File: src/rtl/divider_ctrl.sv
// Sequencing FSM for the 8-bit non-restoring shift/add/sub divider datapath.
// Optional macro DIVIDER_CTRL_STEP_EN adds a step input that gates every advance and strobe.
module divider_ctrl #(
    parameter int unsigned WIDTH = 8,
    parameter int unsigned CNT_W = 4
) (
    input  logic             clk,
    input  logic             reset,
`ifdef DIVIDER_CTRL_STEP_EN
    input  logic             step,
`endif
    input  logic             start,
    input  logic [WIDTH-1:0] divisor,
    input  logic             sign_rem,
    output logic             load,
    output logic             shift_en,
    output logic             count_en,
    output logic             add_en,
    output logic             sub_en,
    output logic             final_add,
    output logic             busy,
    output logic             done,
    output logic             dz_err
);

    typedef enum logic [2:0] {
        StIdle,
        StLoad,
        StShift,
        StAddSub,
        StFix,
        StDone
    } state_e;

    localparam logic [CNT_W-1:0] LastIter = CNT_W'(WIDTH - 1);

    state_e           state_q, state_d;
    logic [CNT_W-1:0] cnt_q, cnt_d;
    logic             op_sub_q, op_sub_d;
    logic             dz_err_q, dz_err_d;
    logic             adv;

`ifdef DIVIDER_CTRL_STEP_EN
    assign adv = step;
`else
    assign adv = 1'b1;
`endif

    always_ff @(posedge clk or negedge reset) begin
        if (!reset) begin
            state_q  <= StIdle;
            cnt_q    <= '0;
            op_sub_q <= 1'b1;
            dz_err_q <= 1'b0;
        end else begin
            state_q  <= state_d;
            cnt_q    <= cnt_d;
            op_sub_q <= op_sub_d;
            dz_err_q <= dz_err_d;
        end
    end

    always_comb begin
        state_d  = state_q;
        cnt_d    = cnt_q;
        op_sub_d = op_sub_q;
        dz_err_d = dz_err_q;
        unique case (state_q)
            StIdle: begin
                // Start is accepted in IDLE regardless of step.
                if (start) begin
                    if (divisor != '0) begin
                        dz_err_d = 1'b0;
                        state_d  = StLoad;
                    end else begin
                        dz_err_d = 1'b1;
                        state_d  = StDone;
                    end
                end
            end
            StLoad: begin
                if (adv) state_d = StShift;
            end
            StShift: begin
                // sign_rem is still the pre-shift remainder sign at this edge.
                if (adv) begin
                    op_sub_d = ~sign_rem;
                    state_d  = StAddSub;
                end
            end
            StAddSub: begin
                if (adv) begin
                    if (cnt_q == LastIter) begin
                        cnt_d   = '0;
                        state_d = StFix;
                    end else begin
                        cnt_d   = cnt_q + 1'b1;
                        state_d = StShift;
                    end
                end
            end
            StFix: begin
                if (adv) state_d = StDone;
            end
            StDone: begin
                if (adv) state_d = StIdle;
            end
            default: state_d = StIdle;
        endcase
    end

    always_comb begin
        load      = (state_q == StLoad) && adv;
        shift_en  = (state_q == StShift) && adv;
        count_en  = shift_en;
        sub_en    = (state_q == StAddSub) && op_sub_q && adv;
        add_en    = (state_q == StAddSub) && !op_sub_q && adv;
        final_add = (state_q == StFix) && adv;
        done      = (state_q == StDone) && adv;
        busy      = (state_q == StLoad) || (state_q == StShift) || (state_q == StAddSub) ||
                    (state_q == StFix);
        dz_err    = dz_err_q;
    end

endmodule

File: config.mk
export PLATFORM = sky130hd
export DESIGN_NAME = divider_ctrl
export DESIGN_NICKNAME = d
export VERILOG_FILES = /design/src/rtl/divider_ctrl.sv
export SDC_FILE = /design/constraint.sdc
export NUM_CORES = 1
export LEC_CHECK = 0
export ABC_AREA = 1
export BUFFER_PORTS_ARGS = -buffer_cell sky130_fd_sc_hd__buf_2
export CAP_MARGIN = 20
export CORE_MARGIN = 4
export CORE_UTILIZATION = 25
export DETAILED_ROUTE_END_ITERATION = 8
export GPL_ROUTABILITY_DRIVEN = 0
export PLACE_DENSITY = 0.49
export REMOVE_ABC_BUFFERS = 1
export SYNTH_ARGS = -nofsm -noshare
export SYNTH_HDL_FRONTEND = slang
export SYNTH_SLANG_ARGS = --single-unit
File: constraint.sdc
create_clock -name clk -period 1.19 [get_ports clk]
set_clock_uncertainty 0.15 [all_clocks]
set_input_delay 0.238 -clock clk [delete_from_list [all_inputs] [get_ports clk]]
set_output_delay 0.238 -clock clk [all_outputs]
set_load 0.02 [all_outputs]
==> results by group, run 1 <==
Synth
  – Yosys warning total: 0
  – Synth unique cells: 20
  – Gate Count Post-Synth: 65
  – Post-synth EDFFs: 0
  – Sequential fraction of the synthesis area: 0.446
  – Mapped Area: 508 µm²
  – Top post-synthesis cells by area: dfrtp_1 (39%), nor2_1 (10%), nand2_1 (7.4%)
  – Main synth FF type: dfrtp_1
  – Commonest cells post-synth: nor2_1 (14), nand2_1 (10), dfrtp_1 (8)
  – Yosys top cell area share: 0.394
  – Most frequent cell after synthesis: nor2_1
  – Yosys top cell by area: dfrtp_1
  – Yosys reg bits: 9
  – FFs w/ async S/R, synth: 1.00
  – Mean post-synth cell area: 7.82 µm²

Finish
  – Design area: 988 µm²
  – NumNets Final: 127
  – Layout fillers: 185
  – P&R area growth vs syn: 94.6%
  – Share of cells above drive strength 1: 0.584
  – ANT cells: 0
  – Final Util: 0.509

Power
  – Worst VDD drop: 0.00123 V
  – Switching power: 1.04 mW
  – Logic pwr share: 0.683
  – Leakage: 0.491 nW
  – PD cells: 2590 nW/µm²
  – Internal Pwr Total: 1.52 mW
  – Switch share: 0.405
  – Clock power share: 0.098
  – Overall power: 2.56 mW
  – Reg power frac: 0.219

Routing
  – Post-DR vias/cell: 4.25
  – Initial DRC Count: 7
  – Residual DRC: 0
  – Routed vias: 595
  – Remaining antenna violation count: 0
  – DR pass1 iterations: 4
  – Routed wire length: 1520 µm
  – Per-cell routed wire length: 10.9 µm

Placed design
  – DP Area: 739 µm²
  – HPWL Detailed: 1030 µm
  – PortBufs: 20
  – Place WS: -0.257 ns

Run status
  – Outcome: complete, but fails checks
  – Failing checks: negative setup slack

Die
  – Die Y: 53.1 µm
  – Io pins: 21
  – Die area: 2820 µm²
  – Core area: 1940 µm²
  – Starting Density: 0.262
  – Cell Rows: 16
  – Die X: 53.1 µm

Global route
  – Overflow left after global routing: 0
  – First-pass GRT wire length: 2300 µm
  – Initial antenna violation count: 0
  – Largest net degree at the start of global routing: 10
  – Vias in the first global route: 589
  – Total track usage: 0.118

Setup path
  – Critical path class: flop to primary output
  – Critical path endpoint category: primary output
  – R2R Path End: state_q[2]$_DFFE_PN0P_
  – Reg2Reg Depth: 8
  – Worst reg2reg setup slack: -0.31 ns
  – Critical Path AT: 1.33 ns
  – Setup crit end: busy
  – Reg-to-reg startpoint: state_q[1]$_DFFE_PN0P_
  – Crit-path max FO: 3
  – Setup crit start: state_q[0]$_DFFE_PN0P_
  – WP data required: 0.80 ns
  – Startpoint types: flop

Timing
  – Final Cycle Share: 1.45
  – Slew @ Worst Pin: 0.225 ns
  – Slew headroom: 0.850
  – Final Slew Violations: 0
  – Final setup vio count: 15
  – RSZ-0062 raised after global routing: true
  – Final Hold Viols: 0
  – Setup ws final: -0.531 ns
  – Min Clock Period, post-route: 1.72 ns
  – Fmax: 581 MHz

Clock network
  – CTS clk-pin slew, worst paths: 0.07 ns
  – Clock root buffer: clkbuf_4
  – Number of CTS-inserted buffers: 3
  – Worst-Skew Late Latency: 0.27 ns
  – Clk buf depth: 2
  – # H-tree levels: 1
  – CTS tree: yes
  – Clock sinks: 9

Flow run
  – Max Cap Viol: 0

Worst hold path
  – Hold Path Class: input port to flop
-- how the worst min path moves through the flow --
stage               start                      to  depth (start not counted)
floorplan           reset    cnt_q[0]$_DFFE_PN0N_                          0
CTS                 start  state_q[2]$_DFFE_PN0P_                          3
global route        start  state_q[2]$_DFFE_PN0P_                          3
global placement    reset    cnt_q[2]$_DFFE_PN0N_                          1
detailed placement  reset    cnt_q[2]$_DFFE_PN0N_                          1
finish              start  state_q[2]$_DFFE_PN0P_                          3
-- per-layer routing --
layer,track usage,share of wire,up-vias
li1,-,-,304
met1,0.129,0.41,266
met2,0.202,0.51,23
met3,0.0507,0.062,2
met4,0.0383,0.014,0
met5,0,0,-
-- timing repair --
item | 4_1_cts | 5_1_grt
setup endpoints to repair | 15 | 17
setup buffers | 7 | 2
hold buffers | 2 | 0
gates resized for setup | 18 | 23
endpoints found under the hold margin | 10 | 0
pin swaps | 1 | 3
-- cell families (layout without fill, tap and decap cells) --
group                      count (synthesis)  count (layout)  synth area share
AOI/OAI and AO/OA                          8               8            0.0936
xor gates and xnor gates                   1               1            0.0172
adders and majority gates                  1               1            0.0246
buffers and inverters                     11              59            0.0887
DFF                                        9               9             0.446
muxes                                      1               1            0.0222
and+or+nand+nor                           34              34             0.308
-- worst max-delay path: stages (launching register included) --
cell	delay (ns)
dfrtp_1	0.39
inv_2	0.06
or2_4	0.24
o21ai_2	0.12
inv_2	0.05
nand3b_1	0.09
buf_6	0.12
-- flip-flops by register name, indices dropped and copies added, names as in the netlist --
register,count
dz_err,1
cnt_q,4
state_q,3
op_sub_q,1
-- per-stage QoR --
step | std cells | hold WS (ns) | setup TNS [ns]
floorplan | 64 | -0.208 | -1.40
global placement | 125 | -0.0390 | -1.91
detailed placement | 125 | -0.0372 | -1.98
CTS | 138 | 0.0849 | -4.65
global route | 140 | 0.0848 | -6.15
finish | 140 | 0.0928 | -4.71
-- cell usage in the layout (no fill, tap or decap), types with 2 or more instances in the layout --
| cell type | count |
|---|---|
| nand3_4 | 2 |
| dfrtp_1 | 8 |
| nor2_1 | 9 |
| dlygate4sd3_1 | 2 |
| nand4_1 | 2 |
| buf_4 | 18 |
| inv_2 | 3 |
| o21ai_1 | 3 |
| buf_6 | 13 |
| clkbuf_4 | 3 |
| o21ai_0 | 2 |
| nand2_1 | 9 |
| inv_1 | 6 |
| nor2_4 | 4 |
| buf_2 | 12 |
| nor2_2 | 3 |
-- power groups by stage --
stage	Clock, mW	Sequential [mW]	Combinational, mW
2_1_floorplan	0	0.557	0.625
3_3_place_gp	0	0.545	1.15
3_5_place_dp	0	0.547	1.16
4_1_cts	0.259	0.545	1.45
5_1_grt	0.285	0.584	1.92
6_report	0.250	0.561	1.75
-- cell type report --
type / instances / area, µm² / area share
Tap cell: 27 / 33.8 / 0.0342
Clock buffer: 4 / 26.3 / 0.0266
Multi-Input combinational cell: 45 / 300 / 0.304
Sequential cell: 9 / 226 / 0.229
Inverter: 10 / 40.0 / 0.0405
Timing Repair Buffer: 45 / 362 / 0.366
Note: power is estimated with default switching activity, not from simulation.
==> run 2, diff against run 1 <==
SETUP_SLACK_MARGIN = 0.1   (was unset)
==> run 2 against run 1 <==
Against the previous run: the flow still finishes with violations (negative setup slack); utilization increased by 1.6 points; count of clock-buffer cells in the layout unchanged; cell count grew 0.71%; register-to-register slack lost 0.02 ns; critical path depth unchanged; sequential cell count did not move; sequential share of layout area shrank 0.70 points; first-iteration DRC count is 14% lower; combinational power rose by 3%; non-clock buffer count is 1 higher; via count rose by 1.2%; largest cell class unchanged; highest routed layer unchanged.
==> results by group, run 2 (synthesized netlist as in run 1, its figures left out) <==
Timing
  – Final Slew Violations: 0 (unchanged)
  – Slew @ Worst Pin: 0.232 ns (+0.00700 ns)
  – Setup ws final: -0.527 ns (+0.00436 ns)
  – Final Hold Viols: 0 (unchanged)
  – Final Cycle Share: 1.44 (-0.00366)
  – Fmax: 582 MHz (+0.25%)
  – Min Clock Period, post-route: 1.72 ns (-0.00436 ns)
  – Final setup vio count: 15 (unchanged)
  – Slew headroom: 0.845 (-0.00466)
  – RSZ-0062 raised after global routing: true
  – Setup TNS: -4.82 ns (-0.109 ns)

Die
  – Die X: 53.1 µm (unchanged)
  – Die area: 2820 µm² (unchanged)
  – Cell Rows: 16 (unchanged)
  – Die Y: 53.1 µm (unchanged)
  – Io pins: 21 (unchanged)
  – Starting Density: 0.262 (unchanged)
  – Core area: 1940 µm² (unchanged)

Finish
  – NumNets Final: 128 (+0.79%)
  – Number of flip-flops under the largest register name: 4 (unchanged)
  – Regs by FF count: cnt_q: 4 flops, state_q: 3 flops
  – Share of cells above drive strength 1: 0.623 (+0.0387)
  – P&R area growth vs syn: 101%
  – ANT cells: 0 (unchanged)
  – Commonest cells after routing, fill and taps aside: buf_4 (18), buf_6 (14), buf_2 (12)
  – Layout Cells excl Fill: 141 (+0.71%)
  – Layout fillers: 181 (-2.2%)
  – Final Util: 0.525 (+0.0161)
  – Design area: 1020 µm² (+3.2%)
  – Most common cell after layout, fill and taps aside: buf_4
  – Biggest register: cnt_q

Clock network
  – Clk buf depth: 2 (unchanged)
  – Clock root buffer: clkbuf_4
  – # H-tree levels: 1 (unchanged)
  – CTS tree: yes
  – CTS clk-pin slew, worst paths: 0.07 ns (about the same)
  – Number of CTS-inserted buffers: 3 (unchanged)
  – Clock sinks: 9 (unchanged)
  – Worst-Skew Late Latency: 0.26 ns (about the same)

Run status
  – Outcome: complete, but fails checks
  – Failing checks: negative setup slack

Global route
  – Largest net degree at the start of global routing: 10 (unchanged)
  – Overflow left after global routing: 0 (unchanged)
  – Total track usage: 0.123 (+0.00470)
  – Initial antenna violation count: 0 (unchanged)
  – First-pass GRT wire length: 2400 µm (+4.2%)
  – Vias in the first global route: 613 (+4.1%)

Setup path
  – Critical path endpoint category: primary output
  – Number of cells on the critical path: 6 (unchanged)
  – Startpoint types: flop
  – Crit path max-delay family: flip-flops
  – Worst reg2reg setup slack: -0.33 ns (-0.02 ns)
  – Crit-path max FO: 3 (unchanged)
  – Critical path class: flop to primary output
  – WP data required: 0.80 ns (about the same)
  – Buf+Inv Stages, Crit Path: 3 (unchanged)
  – Reg-to-reg startpoint: state_q[2]$_DFFE_PN0P_
  – R2R Path End: state_q[2]$_DFFE_PN0P_
  – Critical path cell sequence: inv_2 -> or2_4 -> o21ai_2 -> inv_2 -> nand3b_1 -> buf_6
  – Most numerous cell on the critical path: inv_2
  – Critical Path AT: 1.33 ns (about the same)
  – CP max stage delay: 0.39 ns (about the same)
  – Critical-path top delay cell: dfrtp_1
  – Reg2Reg Depth: 8 (unchanged)

Placed design
  – HPWL Detailed: 1030 µm (unchanged)
  – DP Area: 739 µm² (unchanged)
  – DP Cell Count: 125 (unchanged)
  – PortBufs: 20 (unchanged)

Routing
  – DR pass1 iterations: 4 (unchanged)
  – Initial DRC Count: 6 (-1)
  – Residual DRC: 0 (unchanged)
  – Remaining antenna violation count: 0 (unchanged)
  – Post-DR vias/cell: 4.27 (+0.46%)
  – Per-cell routed wire length: 11.1 µm (+1.8%)
  – Routed vias: 602 (+1.2%)
  – Routed wire length: 1560 µm (+2.6%)

Worst hold path
  – Hold Path Sink: state_q[2]$_DFFE_PN0P_
  – Hold Crit Start: start
  – Hold path depth: 3 (unchanged)
  – Hold Path Class: input port to flop

Power
  – PD cells: 2580 nW/µm² (-0.22%)
  – Worst VDD drop: 0.00120 V (-2.7%)
  – Leakage: 0.500 nW (+1.8%)

Flow run
  – Max Cap Viol: 0 (unchanged)
==> run 2: changes by cell type in the layout (fill, tap and decap cells not counted) <==
cell | before | now
inv_2 | 3 | 4
buf_6 | 13 | 14
inv_4 | 1 | 0
ha_4 | 0 | 1
o21ai_1 | 3 | 1
ha_1 | 1 | 0
o21ai_2 | 1 | 3
nand2_1 | 9 | 8
nand2_2 | 1 | 2
==> run 2: layout make-up <==
| class | instances | area, µm² | share of cell area |
|---|---|---|---|
| tap | 27 | 33.8 | 0.0331 |
| clock buffer | 4 | 26.3 | 0.0258 |
| multi-input combinational | 45 | 323 | 0.317 |
| timing repair buffer | 46 | 373 | 0.366 |
| inverter | 10 | 37.5 | 0.0368 |
| sequential | 9 | 226 | 0.222 |
==> run 2: routing by layer <==
layer	GRT usage	part of all wire
met1	0.133	0.41
met2	0.215	0.51
met3	0.0507	0.061
met4	0.0383	0.014
met5	0	0
==> run 2: worst max path at each step <==
stage	slack, ns	to	start
4_1_cts	-0.53	busy	state_q[0]$_DFFE_PN0P_
3_3_place_gp	-0.24	busy	state_q[1]$_DFFE_PN0P_
3_5_place_dp	-0.26	busy	state_q[1]$_DFFE_PN0P_
5_1_grt	-0.64	busy	state_q[0]$_DFFE_PN0P_
6_report	-0.53	busy	state_q[0]$_DFFE_PN0P_
2_1_floorplan	-0.30	busy	state_q[0]$_DFFE_PN0P_
==> run 2: through the flow <==
step	power, mW	worst slack, ns	hold slack, ns
floorplan	1.18	-0.299	-0.208
global placement	1.69	-0.245	-0.0390
detailed placement	1.70	-0.257	-0.0372
CTS	2.28	-0.529	0.0849
global route	2.86	-0.639	0.0913
finish	2.63	-0.527	0.0944
==> run 2: worst register-to-register path, cell delays in order (launching register included) <==
cell and delay, ns:
dfrtp_1 0.39, inv_2 0.14, buf_6 0.12, nand3_4 0.09
buf_6 0.15, buf_4 0.14, nor2_4 0.12, nor2_2 0.05
a21oi_2 0.12
==> run 2: timing repair <==
action,in CTS,in global routing
hold buffers,2,0
buffers inserted,8,2
resized for setup,22,24
hold endpoints to repair,10,0
setup endpoints to repair,18,18
pin swaps,2,4
==> run 2: power breakdown <==
part,internal (mW),leakage [nW],switching (mW)
combinational,0.978,0.375,0.829
sequential,0.449,0.110,0.131
clock,0.130,0.0150,0.116
